--- src/rtl/rom_arbiter_if.sv ---
// Request/response bundle between the ROM requesters, the shared rom_sync and rom_arbiter.
// slave = arbiter side; master = requesters plus ROM data source.
interface rom_arbiter_if #(
  parameter int REQS  = 4,
  parameter int WIDTH = 8,
  parameter int DEPTH = 256
);
  localparam int RIDW  = $clog2(REQS);
  localparam int ADDRW = $clog2(DEPTH);

  logic [REQS-1:0]       req;
  logic [REQS*ADDRW-1:0] req_addr;
  logic [REQS-1:0]       ack;
  logic [ADDRW-1:0]      rom_addr;
  logic [WIDTH-1:0]      rom_data;
  logic                  rvalid;
  logic [RIDW-1:0]       rid;
  logic [WIDTH-1:0]      rdata;

  modport slave (
    input  req, req_addr, rom_data,
    output ack, rom_addr, rvalid, rid, rdata
  );

  modport master (
    output req, req_addr, rom_data,
    input  ack, rom_addr, rvalid, rid, rdata
  );
endinterface

--- src/rtl/rom_arbiter.sv ---
// Shares one rom_sync between REQS requesters, one read per cycle, responses tagged with requester id.
// Define ROM_ARB_FIXED_PRIO_EN for fixed lowest-index priority instead of round-robin.
module rom_arbiter #(
  parameter int REQS  = 4,
  parameter int WIDTH = 8,
  parameter int DEPTH = 256
) (
  input  logic         clk,
  input  logic         rst,
  rom_arbiter_if.slave bus
);
  localparam int RIDW  = $clog2(REQS);
  localparam int ADDRW = $clog2(DEPTH);

  logic            grant;
  logic [RIDW-1:0] win_id;
  logic            s1_valid;
  logic [RIDW-1:0] s1_id;
  logic            s2_valid;
  logic [RIDW-1:0] s2_id;
  logic [WIDTH-1:0] rdata_q;

`ifdef ROM_ARB_FIXED_PRIO_EN
  // Scanning downward leaves the lowest requesting index as the winner.
  always_comb begin
    grant  = 1'b0;
    win_id = '0;
    for (int i = REQS - 1; i >= 0; i--) begin
      if (bus.req[i]) begin
        grant  = 1'b1;
        win_id = RIDW'(i);
      end
    end
    if (rst) grant = 1'b0;
  end
`else
  logic [RIDW-1:0] rr_ptr;
  int              idx;

  // Scanning offsets downward leaves the first requester at or after rr_ptr as the winner.
  always_comb begin
    grant  = 1'b0;
    win_id = '0;
    idx    = 0;
    for (int k = REQS - 1; k >= 0; k--) begin
      idx = int'(rr_ptr) + k;
      if (idx >= REQS) idx = idx - REQS;
      if (bus.req[idx]) begin
        grant  = 1'b1;
        win_id = RIDW'(idx);
      end
    end
    if (rst) grant = 1'b0;
  end

  always_ff @(posedge clk or posedge rst) begin
    if (rst) begin
      rr_ptr <= '0;
    end else if (grant) begin
      rr_ptr <= (win_id == RIDW'(REQS - 1)) ? '0 : win_id + 1'b1;
    end
  end
`endif

  always_comb begin
    bus.ack = '0;
    if (grant) bus.ack[win_id] = 1'b1;
  end

  // Stage 1 follows the address into the ROM, stage 2 follows the ROM's registered data.
  always_ff @(posedge clk or posedge rst) begin
    if (rst) begin
      bus.rom_addr <= '0;
      s1_valid     <= 1'b0;
      s1_id        <= '0;
      s2_valid     <= 1'b0;
      s2_id        <= '0;
      bus.rvalid   <= 1'b0;
      bus.rid      <= '0;
      rdata_q      <= '0;
    end else begin
      if (grant) begin
        bus.rom_addr <= bus.req_addr[int'(win_id)*ADDRW +: ADDRW];
        s1_valid     <= 1'b1;
        s1_id        <= win_id;
      end else begin
        s1_valid <= 1'b0;
      end
      s2_valid   <= s1_valid;
      s2_id      <= s1_id;
      bus.rvalid <= s2_valid;
      if (s2_valid) begin
        bus.rid <= s2_id;
        rdata_q <= bus.rom_data;
      end
    end
  end

  assign bus.rdata = rdata_q;
endmodule

--- src/flat_wrapper.sv ---
// flat-port wrapper written by rule: the top's interface ports become plain ports
module rom_arbiter_flat 
#(
  parameter int REQS  = 4,
  parameter int WIDTH = 8,
  parameter int DEPTH = 256
)
  (clk, rst, bus_req, bus_req_addr, bus_rom_data, bus_ack, bus_rom_addr, bus_rvalid, bus_rid, bus_rdata);
  rom_arbiter_if #(.REQS(REQS), .WIDTH(WIDTH), .DEPTH(DEPTH)) bus_i ();
  input  logic clk;
  input  logic rst;
  input wire logic [$bits(bus_i.req)-1:0] bus_req;
  input wire logic [$bits(bus_i.req_addr)-1:0] bus_req_addr;
  input wire logic [$bits(bus_i.rom_data)-1:0] bus_rom_data;
  output wire logic [$bits(bus_i.ack)-1:0] bus_ack;
  output wire logic [$bits(bus_i.rom_addr)-1:0] bus_rom_addr;
  output wire logic [$bits(bus_i.rvalid)-1:0] bus_rvalid;
  output wire logic [$bits(bus_i.rid)-1:0] bus_rid;
  output wire logic [$bits(bus_i.rdata)-1:0] bus_rdata;
  assign bus_i.req = bus_req;
  assign bus_i.req_addr = bus_req_addr;
  assign bus_i.rom_data = bus_rom_data;
  assign bus_ack = bus_i.ack;
  assign bus_rom_addr = bus_i.rom_addr;
  assign bus_rvalid = bus_i.rvalid;
  assign bus_rid = bus_i.rid;
  assign bus_rdata = bus_i.rdata;
  rom_arbiter #(.REQS(REQS), .WIDTH(WIDTH), .DEPTH(DEPTH)) u_core (.clk(clk), .rst(rst), .bus(bus_i));
endmodule
--- config.mk ---
export PLATFORM = sky130hd
export DESIGN_NAME = rom_arbiter_flat
export DESIGN_NICKNAME = d
export VERILOG_FILES = /design/src/rtl/rom_arbiter_if.sv /design/src/rtl/rom_arbiter.sv /design/src/flat_wrapper.sv
export SDC_FILE = /design/constraint.sdc
export NUM_CORES = 1
export LEC_CHECK = 0
export CAP_MARGIN = 20
export CORE_AREA = 2 2 67 69
export DETAILED_ROUTE_END_ITERATION = 6
export DIE_AREA = 0 0 69 71
export MAX_ROUTING_LAYER = met4
export PLACE_DENSITY_LB_ADDON = 0.12
export SLEW_MARGIN = 40
export SYNTH_ARGS = -nofsm -noshare
export SYNTH_HDL_FRONTEND = slang
export SYNTH_SLANG_ARGS = --single-unit
--- constraint.sdc ---
create_clock -name clk -period 1.83 [get_ports clk]
set_clock_uncertainty 0.05 [all_clocks]
set_input_delay 0.366 -clock clk [delete_from_list [all_inputs] [get_ports clk]]
set_output_delay 0.366 -clock clk [all_outputs]
set_load 0.01 [all_outputs]
; Word-level counts from Yosys, hierarchy flattened
; Cells that the tools add are included.
[op_classes]
n_addsub = 8
magnitude_cmp = 10
eq_ne = 1
shift = 1
mux = 30
n_reduce_logical = 1
[op_table]
columns = cell, count
row1 = $lt A32 B4 Y1 const B, 4
row2 = $mux W32, 4
row3 = $ge A32 B4 Y1 const B, 3
row4 = $sub A32 B4 Y32 const B, 3
row5 = $shiftx A32 B6 Y8, 1
row6 = $mux W1, 15
row7 = $mux W2, 5
row8 = $bmux W1 S2, 4
row9 = $add A2 B2 Y3 const B, 2
row10 = $mux W4, 1
row11 = $sub A2 B3 Y4 const B, 1
row12 = $add A2 B1 Y3 const B, 1
row13 = $ge A2 B3 Y1 const B, 1
row14 = $lt A2 B3 Y1 const B, 1
row15 = $add A2 B1 Y2 const B, 1
row16 = $demux W1 S2, 1
row17 = $eq A2 B2 Y1 const B, 1
row18 = $ge A2 B1 Y1 const B, 1
row19 = $logic_and A1 B1 Y1, 1
[totals]
regBits = 27
in_bits = 46
output_inout_bits = 23

; Depth between registers and ports, before layout
[logic_depth]
word_depth = 15
ltp_mapped = 7

; Least setup slack after synthesis
; Ideal clock, no wire load.
[synth_path]
path_type = reg2out
from = register u_core.rr_ptr[1]
to = output port bus_ack[1]
t_arrival_ps = 1513
setup_slack_ps = -99
path_stages_with_launch = 8
path_buffers = 2
path_cell_list = dfrtp_1 > mux2_4 > and2_4 > buf_8 > nor2_8 > buf_8 > nand2_1 > nor2_1
[synth_between]
elab_chain_cells = 15
[synth_lines]
columns = item, line_no
row1 = start: declaration, rom_arbiter.sv:37  ; logic [RIDW-1:0] rr_ptr;
row2 = start signal: assignment, rom_arbiter.sv:60  ; rr_ptr <= (win_id == RIDW'(REQS - 1)) ? '0 : win_id + 1'b1;
row3 = $add A2 B2 Y3, rom_arbiter.sv:46  ; idx = int'(rr_ptr) + k;
row4 = $sub A32 B4 Y32 or $ge A32 B4 Y1 (tied branches), rom_arbiter.sv:47  ; if (idx >= REQS) idx = idx - REQS;
row5 = $mux W32, rom_arbiter.sv:47
row6 = $bmux W1 S2, rom_arbiter.sv:48  ; if (bus.req[idx]) begin
row7 = $mux W1 (implied by the code) (2 in series), rom_arbiter.sv:48
row8 = $mux W2 (4 in series), rom_arbiter.sv:48
row9 = $lt A2 B3 Y1 (implied by the code) or $ge A2 B1 Y1 (tied branches), rom_arbiter.sv:67  ; if (grant) bus.ack[win_id] = 1'b1;
row10 = $logic_and A1 B1 Y1 (implied by the code), rom_arbiter.sv:67
row11 = $mux W1 (implied by the code), rom_arbiter.sv:67
row12 = $demux W1 S2, --
row13 = $mux W4 (*), rom_arbiter.sv:67
row14 = end: declaration, flat_wrapper.sv:15  ; output wire logic [$bits(bus_i.ack)-1:0] bus_ack;
; Mark *: on every way between the ends. The rest lies on a longest branch, timed or not. The select of a mux whose other input is x is not followed.

; Worst setup path in the final report
[layout_path]
from = register u_core.rr_ptr[1]
to = output port bus_ack[0]
; The elaborated chain is that of the path after synthesis.

==> flow_metrics.env <==
export IMPL_gr_usage_met2=0.2927
export IMPL_grt_pass1_wl_mm=6.009
export IMPL_vias=1282
export IMPL_ioPinCount=69
export IMPL_port_buffers=68
export IMPL_fin_ws_ps=-219.1
export IMPL_synth_seq_cells=27
export IMPL_holdPathStages=0
export IMPL_maxCapViolations=0
export IMPL_syn_to_final_growth_pct=71.97
export IMPL_reg2reg_depth=7
export IMPL_final_common_cell="clkdlybuf4s50_1"
export IMPL_path_class="flip-flop to primary output"
export IMPL_r2r_start="u_core.rr_ptr[1]$_DFFE_PP0P_"
export IMPL_period_share=1.120
export IMPL_powerDensity_nw_per_um2=943.2
export IMPL_synth_top_family_by_area="multiplexers"
export IMPL_crit_path_start_kind="flip-flop"
export IMPL_die_h_um=71
export IMPL_wirelength_mm=3.728
export IMPL_slowest_stage="dfrtp_2"
export IMPL_use_met1=0.1781
export IMPL_antenna_found_initial=0
export IMPL_cp_max_fo=5
export IMPL_sw_frac_of_total=0.3110
export IMPL_cts_buffers=3
export IMPL_overflow=0
export IMPL_worst_path_buf_inv=3
export IMPL_drive_gt1_frac=0.3318
export IMPL_grt_use_met3=0.01709
export IMPL_hold_path_class="flip-flop to flip-flop"
export IMPL_hold_viol_final=0
export IMPL_grt_max_degree=28
export IMPL_grtUsageTotal=0.1555
export IMPL_avgRoutedWirePerCell_um=14.02
export IMPL_maxSlewHeadroom=0.7155
export IMPL_insertion_delay_ps=270
export IMPL_synth_nets=163
export IMPL_tightest_slew_ps=426.7
export IMPL_min_period_ps=2049
export IMPL_h_tree_depth=1
export IMPL_reg2reg_setup_slack_ps=-180
export IMPL_dp_slack_ps=-953.4
export IMPL_timing_rr_end="u_core.bus.rom_addr[6]$_DFFE_PP0P_"
export IMPL_power_frac_seq=0.365
export IMPL_n_antenna_cell=0
export IMPL_mostFrequentLayoutCells="clkdlybuf4s50_1, buf_4, dfrtp_1"
export IMPL_yosysUniqueCellTypes=29
export IMPL_via_per_inst=4.820
export IMPL_clockBufferDepth=2
export IMPL_muxShareOfSynthArea=0.1698
export IMPL_failed_checks="setup timing"
export IMPL_ctsHoldBuffers=0
export IMPL_netlist_instances=117
export IMPL_setup_viol=12
export IMPL_ys_warnings_count=0
export IMPL_yosysTopAreaCell="dfrtp_1"
export IMPL_slew_violations=0
export IMPL_hp_start="u_core.s1_valid$_DFF_PP0_"
export IMPL_first_global_vias=1328
export IMPL_postPlaceCellArea_um2=2267
export IMPL_drc=0
export IMPL_synthesis_area_um2=1393
export IMPL_rows=24
export IMPL_synth_seq_area_share=0.4852
export IMPL_firstDrtPassIters=4
export IMPL_yosys_area_share_simple=0.1429
export IMPL_worstSetupStartpoint="u_core.rr_ptr[1]$_DFFE_PP0P_"
export IMPL_clock_sinks=27
export IMPL_fin_area_um2=2395
export IMPL_cts_root_buffer="clkbuf_8"
export IMPL_dp_hpwl_mm=2.989
export IMPL_cpMostUsedCell="buf_4"
export IMPL_rsz0062_at_grt="yes"
export IMPL_gr_max_usage_layer="met2"
export IMPL_synth_adder_area_share=0
export IMPL_ir_drop_v=0.0003902
export IMPL_synth_compound_area_frac=0.1545
export IMPL_die_area_um2=4899
export IMPL_pwr_share_comb=0.484
export IMPL_crit_required_ps=1410
export IMPL_p_switching_uw=702.5
export IMPL_cp_top_family="flip-flops"
export IMPL_start_util=0.3313
export IMPL_core_um2=4204
export IMPL_synth_area_leaders="dfrtp_1, mux2_2, mux2_4"
export IMPL_fin_util=0.5696
export IMPL_synth_xor_area_frac=0.006289
export IMPL_cp_slowest_stage_delay_ps=460
export IMPL_clockPowerShare=0.152
export IMPL_finalWeightedCongestion=0.8583
export IMPL_p_leak_nw=1.033
export IMPL_max_freq_ghz=0.4880
export IMPL_intPower_mw=1.556
export IMPL_synth_top_area_share=0.4852
export IMPL_crit_chain="buf_4 -> nor2_4 -> o2bb2ai_4 -> nor2_8 -> buf_4 -> nor3_2 -> buf_2"
export IMPL_cp_data_arrival_time_ps=1630
export IMPL_end_kind="primary output"
export IMPL_ant_nets=0
export IMPL_drtIter0Drc=43
export IMPL_hold_end="u_core.s2_valid$_DFF_PP0_"
export IMPL_die_width_um=69
export IMPL_cts_tree="yes"
export IMPL_outcome="complete, but fails checks"
export IMPL_path_clk_slew_ps=100
export IMPL_final_nets=261
export IMPL_synth_area_per_cell_um2=11.90
==> kinds of logic (layout without fill, tap and decap cells) <==
family | after synthesis | after routing
simple gates | 37 | 37
mux | 19 | 19
flops | 27 | 27
buf+inv | 9 | 106
compound gates | 24 | 24
xor+xnor | 1 | 1
==> worst register-to-register path, stage by stage, from the launching register on <==
cell and delay [ps]:
dfrtp_2 460, mux2_4 320, and2_4 160, nor2_8 110
buf_4 130, buf_8 130, mux2_1 320, o221a_1 220
==> power groups by stage <==
stage	combinational [mW]	sequential, mW	clock (mW)
2_1_floorplan	0.469	0.864	0
3_3_place_gp	0.979	0.827	0
3_5_place_dp	1.00	0.836	0
4_1_cts	1.09	0.826	0.347
5_1_grt	1.17	0.844	0.370
6_report	1.09	0.824	0.342
==> area by class of cell <==
class	count	area, µm²
clock buffers	3	41.29
repair buffers	99	902.1
fillers	378	1809
multi-input cells	81	690.7
clock inverters	1	7.507
well taps	52	65.06
flip-flops and latches	27	676.9
inverters	3	11.26
==> layer usage <==
| metal | up-vias | wire [µm] |
|---|---|---|
| met5 | - | 0 |
| met4 | 0 | 34 |
| met3 | 4 | 172 |
| met2 | 40 | 2013 |
| met1 | 614 | 1508 |
| li1 | 624 | - |
==> stage by stage <==
stage                     cells  power [mW]  hold slack (ps)  TNS [ps]
final                       266       2.259            304.8     -1944
after global routing        266       2.380            323.7     -2428
after CTS                   264       2.260            307.9     -1921
after detailed placement    254       1.840            286.4    -10330
after global placement      254       1.806            284.5     -9253
after floorplan             117       1.333            281.2    -269.3
==> flip-flops by register name, indices dropped and copies added (netlist names), 2 cells and up <==
signal	count
u_core.bus.rdata	8
u_core.bus.rom_addr	8
u_core.bus.rid	2
u_core.rr_ptr	2
u_core.s1_id	2
u_core.s2_id	2
==> cells in the mapped netlist <==
cell type and instances:
mux2_1 3, and2_4 1, a21boi_1 2, and3_1 1, mux2_4 6, o21bai_1 1
mux2_2 10, o21ai_0 8, clkbuf_1 3, nand2_2 1, nand2_1 7, dfrtp_1 27
o221a_1 8, a221o_1 1, a21oi_1 2, nor2b_1 2, inv_1 3, nor3_1 1
buf_8 2, o2bb2ai_4 1, nor4_1 1, a2bb2oi_2 1, buf_2 1, nand3_1 16
xnor2_1 1, nor2_8 1, nor2_1 4, or2_1 1, and2_0 1
==> worst max-delay path by stage <==
| stage | slack (ps) | cells after the start | to |
|---|---|---|---|
| finish | -220 | 7 | bus_ack[0] |
| global route | -280 | 6 | bus_ack[1] |
| CTS | -220 | 6 | bus_ack[1] |
| detailed placement | -950 | 6 | bus_ack[0] |
| global placement | -890 | 6 | bus_ack[0] |
| floorplan | -50 | 7 | u_core.bus.rom_addr[0]$_DFFE_PP0P_ |
==> repair_timing <==
action,4_1_cts,5_1_grt
resized for setup,37,0
setup buffers,6,2
endpoints found under the setup margin,13,12
endpoints found under the hold margin,0,0
pin swaps,1,2
Power figures use the tool's default switching activity.
